### src/rtl/triangle_assembler.sv
// Triangle assembler: collects vertices into list or strip triangles and
// hands them to the rasterizer over a valid/ready interface. The celery_pkg
// package that defines the vertex type sits at the top of this file.

package celery_pkg;
  typedef struct packed {
    logic [15:0] x;
    logic [15:0] y;
    logic [15:0] z;
  } vertex_t;
endpackage

module triangle_assembler
  import celery_pkg::*;
#(
  parameter int COUNT_W = 16
) (
  input  logic               clk,
  input  logic               rst_n,
  input  vertex_t            vtx_in,
  input  logic               vtx_valid,
  output logic               vtx_ready,
  input  logic               prim_mode,
  input  logic               prim_restart,
  output vertex_t            v0,
  output vertex_t            v1,
  output vertex_t            v2,
  output logic               tri_valid,
  input  logic               tri_ready,
  output logic [COUNT_W-1:0] tri_count,
  output logic               busy
);

  localparam logic [1:0] VCNT_0 = 2'd0;
  localparam logic [1:0] VCNT_1 = 2'd1;
  localparam logic [1:0] VCNT_2 = 2'd2;

  localparam logic MODE_LIST  = 1'b0;
  localparam logic MODE_STRIP = 1'b1;

  // History and primitive state
  vertex_t    s0, s1;
  logic [1:0] vcnt;
  logic       parity;
  logic       mode;

  // Next-state values
  vertex_t    s0_n, s1_n;
  logic [1:0] vcnt_n;
  logic       parity_n;
  logic       mode_n;
  logic       emit;
  vertex_t    e0, e1;

  // Restart takes effect before the vertex in the same cycle is placed.
  logic [1:0] vcnt_eff;
  logic       parity_eff;
  logic       accept;
  logic       consume;

  // A new vertex may enter whenever the output slot is empty or draining.
  assign vtx_ready  = !tri_valid || tri_ready;
  assign accept     = vtx_valid && vtx_ready;
  assign consume    = tri_valid && tri_ready;
  assign vcnt_eff   = prim_restart ? VCNT_0 : vcnt;
  assign parity_eff = prim_restart ? 1'b0 : parity;
  assign busy       = tri_valid || (vcnt != VCNT_0);

  // Slot filling, emit decision and strip window shift
  always_comb begin
    // NOTE: every signal gets a default first so no path leaves it unassigned and infers a latch.
    s0_n     = s0;
    s1_n     = s1;
    vcnt_n   = vcnt_eff;
    parity_n = parity_eff;
    mode_n   = mode;
    emit     = 1'b0;
    e0       = s0;
    e1       = s1;
    if (accept) begin
      case (vcnt_eff)
        VCNT_0: begin
          s0_n   = vtx_in;
          vcnt_n = VCNT_1;
          mode_n = prim_mode;
        end
        VCNT_1: begin
          s1_n   = vtx_in;
          vcnt_n = VCNT_2;
        end
        default: begin
          emit = 1'b1;
          if (mode == MODE_STRIP) begin
            // Odd strip triangles swap the first two vertices to keep winding.
            if (parity_eff) begin
              e0 = s1;
              e1 = s0;
            end
            s0_n     = s1;
            s1_n     = vtx_in;
            parity_n = !parity_eff;
          end else begin
            vcnt_n = VCNT_0;
          end
        end
      endcase
    end
  end

  // Primitive state registers
  always_ff @(posedge clk or negedge rst_n) begin
    if (!rst_n) begin
      s0     <= '0;
      s1     <= '0;
      vcnt   <= VCNT_0;
      parity <= 1'b0;
      mode   <= MODE_LIST;
    end else begin
      // NOTE: sequential state uses non-blocking assignments so all registers update together at the edge.
      s0     <= s0_n;
      s1     <= s1_n;
      vcnt   <= vcnt_n;
      parity <= parity_n;
      mode   <= mode_n;
    end
  end

  // Output triangle slot: load on emit, hold under backpressure, clear on consume
  always_ff @(posedge clk or negedge rst_n) begin
    if (!rst_n) begin
      tri_valid <= 1'b0;
      v0        <= '0;
      v1        <= '0;
      v2        <= '0;
    end else begin
      if (emit) begin
        tri_valid <= 1'b1;
        v0        <= e0;
        v1        <= e1;
        v2        <= vtx_in;
      end else if (consume) begin
        tri_valid <= 1'b0;
      end
    end
  end

  // Handed-off triangle counter, wraps naturally
  always_ff @(posedge clk or negedge rst_n) begin
    if (!rst_n) begin
      tri_count <= '0;
    end else if (consume) begin
      tri_count <= tri_count + 1'b1;
    end
  end

endmodule

### config.mk
export PLATFORM = sky130hd
export DESIGN_NAME = triangle_assembler
export DESIGN_NICKNAME = d
export VERILOG_FILES = /design/src/rtl/triangle_assembler.sv
export SDC_FILE = /design/constraint.sdc
export NUM_CORES = 1
export LEC_CHECK = 0
export BUFFER_PORTS_ARGS = -buffer_cell sky130_fd_sc_hd__buf_2
export CAP_MARGIN = 20
export CORE_ASPECT_RATIO = 0.5
export CORE_UTILIZATION = 55
export CTS_CLUSTER_DIAMETER = 30
export DETAILED_ROUTE_END_ITERATION = 10
export PLACE_DENSITY_LB_ADDON = 0.3
export SETUP_SLACK_MARGIN = 0.02
export SLEW_MARGIN = 25
export SYNTH_ARGS = -nofsm -noshare
export SYNTH_HDL_FRONTEND = slang
export SYNTH_SLANG_ARGS = --single-unit
### constraint.sdc
create_clock -name clk -period 2.05 [get_ports clk]
set_input_delay 0.5125 -clock clk [delete_from_list [all_inputs] [get_ports clk]]
set_output_delay 0.5125 -clock clk [all_outputs]
set_load 0.1 [all_outputs]
==> summary.txt <==
STA
  • Hold Fails Final Rpt: 0
  • Minimum clock period: 2060 ps
  • Tightest Pin Transition: 527 ps
  • Fmax: 0.486 GHz
  • RSZ-0062 raised after global routing: true
  • Max_slew headroom: 0.651
  • Clock Skew: 21.1 ps
  • Final setup margin: -6.48 ps
  • Slew Limit Fails: 0
  • Final-report setup violation count: 1
  • Fin crit share: 1.00

Global route
  • Grt ovf: 0
  • Pin count of the biggest net entering global routing: 59
  • Vias in the first global route: 7851
  • Initial antenna violation count: 0
  • First-pass GRT wire length: 40500 µm
  • Tot GR Track Use: 0.239

Placed design
  • DP HPWL: 16000 µm
  • Port buffer count: 216
  • Gpl congestion: 0.757
  • Post-placement cell count: 1323

Flow run
  • Max-Cap Viols: 0

Worst setup path
  • FF-to-FF End: s1[12]
  • CP delay by family, top: flip-flops
  • WP buf/inv: 1
  • CP Max Fanout: 4
  • Crit end category: output port
  • CP cell instances: or3_4 -> buf_12
  • CP startpoint kind: flop
  • Worst R2R Path Depth: 5
  • Critical Path Max Stage Delay: 510 ps
  • Worst Path Arrival: 1540 ps
  • R2R Setup Slk: 200 ps
  • WP data required: 1540 ps
  • Setup CP Type: flop to output port
  • Reg-to-reg startpoint: vcnt[1]
  • Slowest CP cell: dfrtp_4

Cells and area
  • Antenna Cells: 0
  • Commonest non-fill, non-tap cells in the layout: 258 x dfrtp_1, 213 x buf_2, 164 x mux2_2
  • Fin nets: 1155
  • Layout cell share with drive strength beyond 1: 0.444
  • Fin cells: 1390
  • Most common cell after layout, fill and taps aside: dfrtp_1
  • Fill cells: 1377
  • Layout area overhead: 24.7%

Yosys
  • Yosys reg bits: 261
  • Cell area after synthesis: 0.0114 mm²
  • YS warnings: 0
  • Sequential share of the synthesized area: 0.572
  • Synth Area per Inst: 13.2 µm²
  • Syn_nets: 917
  • Post-synthesis cell type count: 35
  • Cells after Synth: 862

Detailed routing
  • Post-route ant nets: 0
  • Via/cell ratio: 5.43
  • Initial DRC count: 333
  • Routed WL: 24800 µm
  • Routed length per instance: 17.8 µm
  • Drc violations: 0
  • Pre-antenna DRT Iters: 4
  • Via count of the routed design: 7545

Clock tree
  • Worst-path clk slew: 60 ps
  • TritonCTS Sinks: 261
  • Root buf cell: clkbuf_16
  • Clk buf depth: 3
  • Clk_lat worst skew: 500 ps
  • Htree depth: 2
  • CTS tree: yes
  • Num CTS Buffers: 35

Status
  • Failing checks: setup timing
  • Status: finished, violations left

Min path
  • Hold Path Stages: 2
  • Hold Path Class: input port to flop
  • Worst hold path startpoint: vtx_in[34]
  • Hold Path End: s1[34]

Floorplan
  • Chip width: 206 µm
  • Die area: 0.0214 mm²
  • Row cnt: 36
  • Initial Util: 0.573
  • I/O Pins: 217
  • Die H: 104 µm
  • Core Box Area: 0.0199 mm²
-- synthesized netlist by cell type --
| master | instances | area (µm²) |
|---|---|---|
| ha_1 | 1 | 12.5 |
| clkbuf_1 | 9 | 33.8 |
| nand4_1 | 6 | 37.5 |
| or2_2 | 2 | 12.5 |
| nand2_1 | 103 | 387 |
| nor4_1 | 1 | 6.26 |
| or3_1 | 1 | 6.26 |
| nand2b_4 | 1 | 13.8 |
| mux2i_1 | 96 | 961 |
| nand2b_1 | 3 | 18.8 |
| a21oi_1 | 3 | 15.0 |
| dfrtp_1 | 261 | 6530 |
| o21ai_0 | 85 | 425 |
| mux2_1 | 21 | 236 |
| and3_1 | 1 | 6.26 |
| nand3_1 | 5 | 25.0 |
| nor2_2 | 1 | 6.26 |
| and4_1 | 1 | 8.76 |
| mux2_4 | 9 | 135 |
| mux2_2 | 164 | 1850 |
| o21bai_4 | 1 | 18.8 |
| xnor2_1 | 11 | 96.3 |
| nand2_4 | 1 | 11.3 |
| xor2_1 | 5 | 43.8 |
| buf_8 | 1 | 15.0 |
| buf_6 | 18 | 203 |
| nand3b_1 | 1 | 7.51 |
| buf_4 | 6 | 45.0 |
| a211oi_4 | 1 | 20.0 |
| o21ai_1 | 13 | 65.1 |
| nor2_1 | 6 | 22.5 |
| buf_2 | 20 | 100 |
| and2_1 | 2 | 12.5 |
| nand4b_4 | 1 | 23.8 |
| inv_1 | 1 | 3.75 |
-- worst max path at each step --
stage	cells past startpoint	endpoint	start
6_report	2	busy	tri_valid
5_1_grt	2	busy	tri_valid
2_1_floorplan	7	s1[26]	tri_valid
3_5_place_dp	7	v0[21]	tri_ready
4_1_cts	2	busy	tri_valid
3_3_place_gp	6	s1[25]	tri_ready
-- per-layer routing --
layer	vias up	track usage	wire length, µm
met5	-	0	0
met2	154	0.395	12300
met4	0	0.0561	288
met1	3859	0.323	11000
li1	3507	-	-
met3	25	0.0517	1190
-- cell families after synthesis --
kind of cell	after synthesis	share of synthesized area
compound gates	103	0.0477
xor+xnor	16	0.0123
fa+ha+maj	1	0.00110
buf+inv	55	0.0351
flops	261	0.572
mux	290	0.279
simple gates	136	0.0531
-- per-stage QoR --
step | hold WS [ps] | utilization | setup slack [ps] | cell area, µm² | TNS, ps
floorplan | 217 | - | 36.8 | 11400 | 0
global placement | 457 | 0.649 | 49.4 | 12900 | 0
detailed placement | 465 | 0.649 | 26.7 | 12900 | 0
CTS | 242 | 0.713 | -57.9 | 14200 | -114
global route | 254 | 0.715 | -38.8 | 14200 | -38.8
finish | 262 | 0.715 | -6.48 | 14200 | -6.48
-- timing repair --
action	CTS	global route
hold buffers	1	0
buffers inserted	1	4
cloned	0	0
hold endpoints to repair	44	0
pin swaps	1	1
resized for setup	6	2
endpoints found under the setup margin	2	2
-- sequential cells by signal, summed over array words and instances (netlist names) --
register   count
v2            48
v1            48
tri_valid      1
vcnt           2
v0            48
parity         1
mode           1
tri_count     16
s0            48
s1            48
-- layout make-up --
class,count,area (µm²),share of cell area
Tap cell,266,333,0.0234
Sequential cell,261,6540,0.459
Multi-Input combinational cell,546,4490,0.316
Timing Repair Buffer,255,1620,0.114
Clock buffer,48,1060,0.0743
Inverter,1,3.75,0.000264
Clock inverter,13,193,0.0135
Power is not shown: default switching activity piles up to over one toggle a cycle in this logic, so the estimate is an artifact.
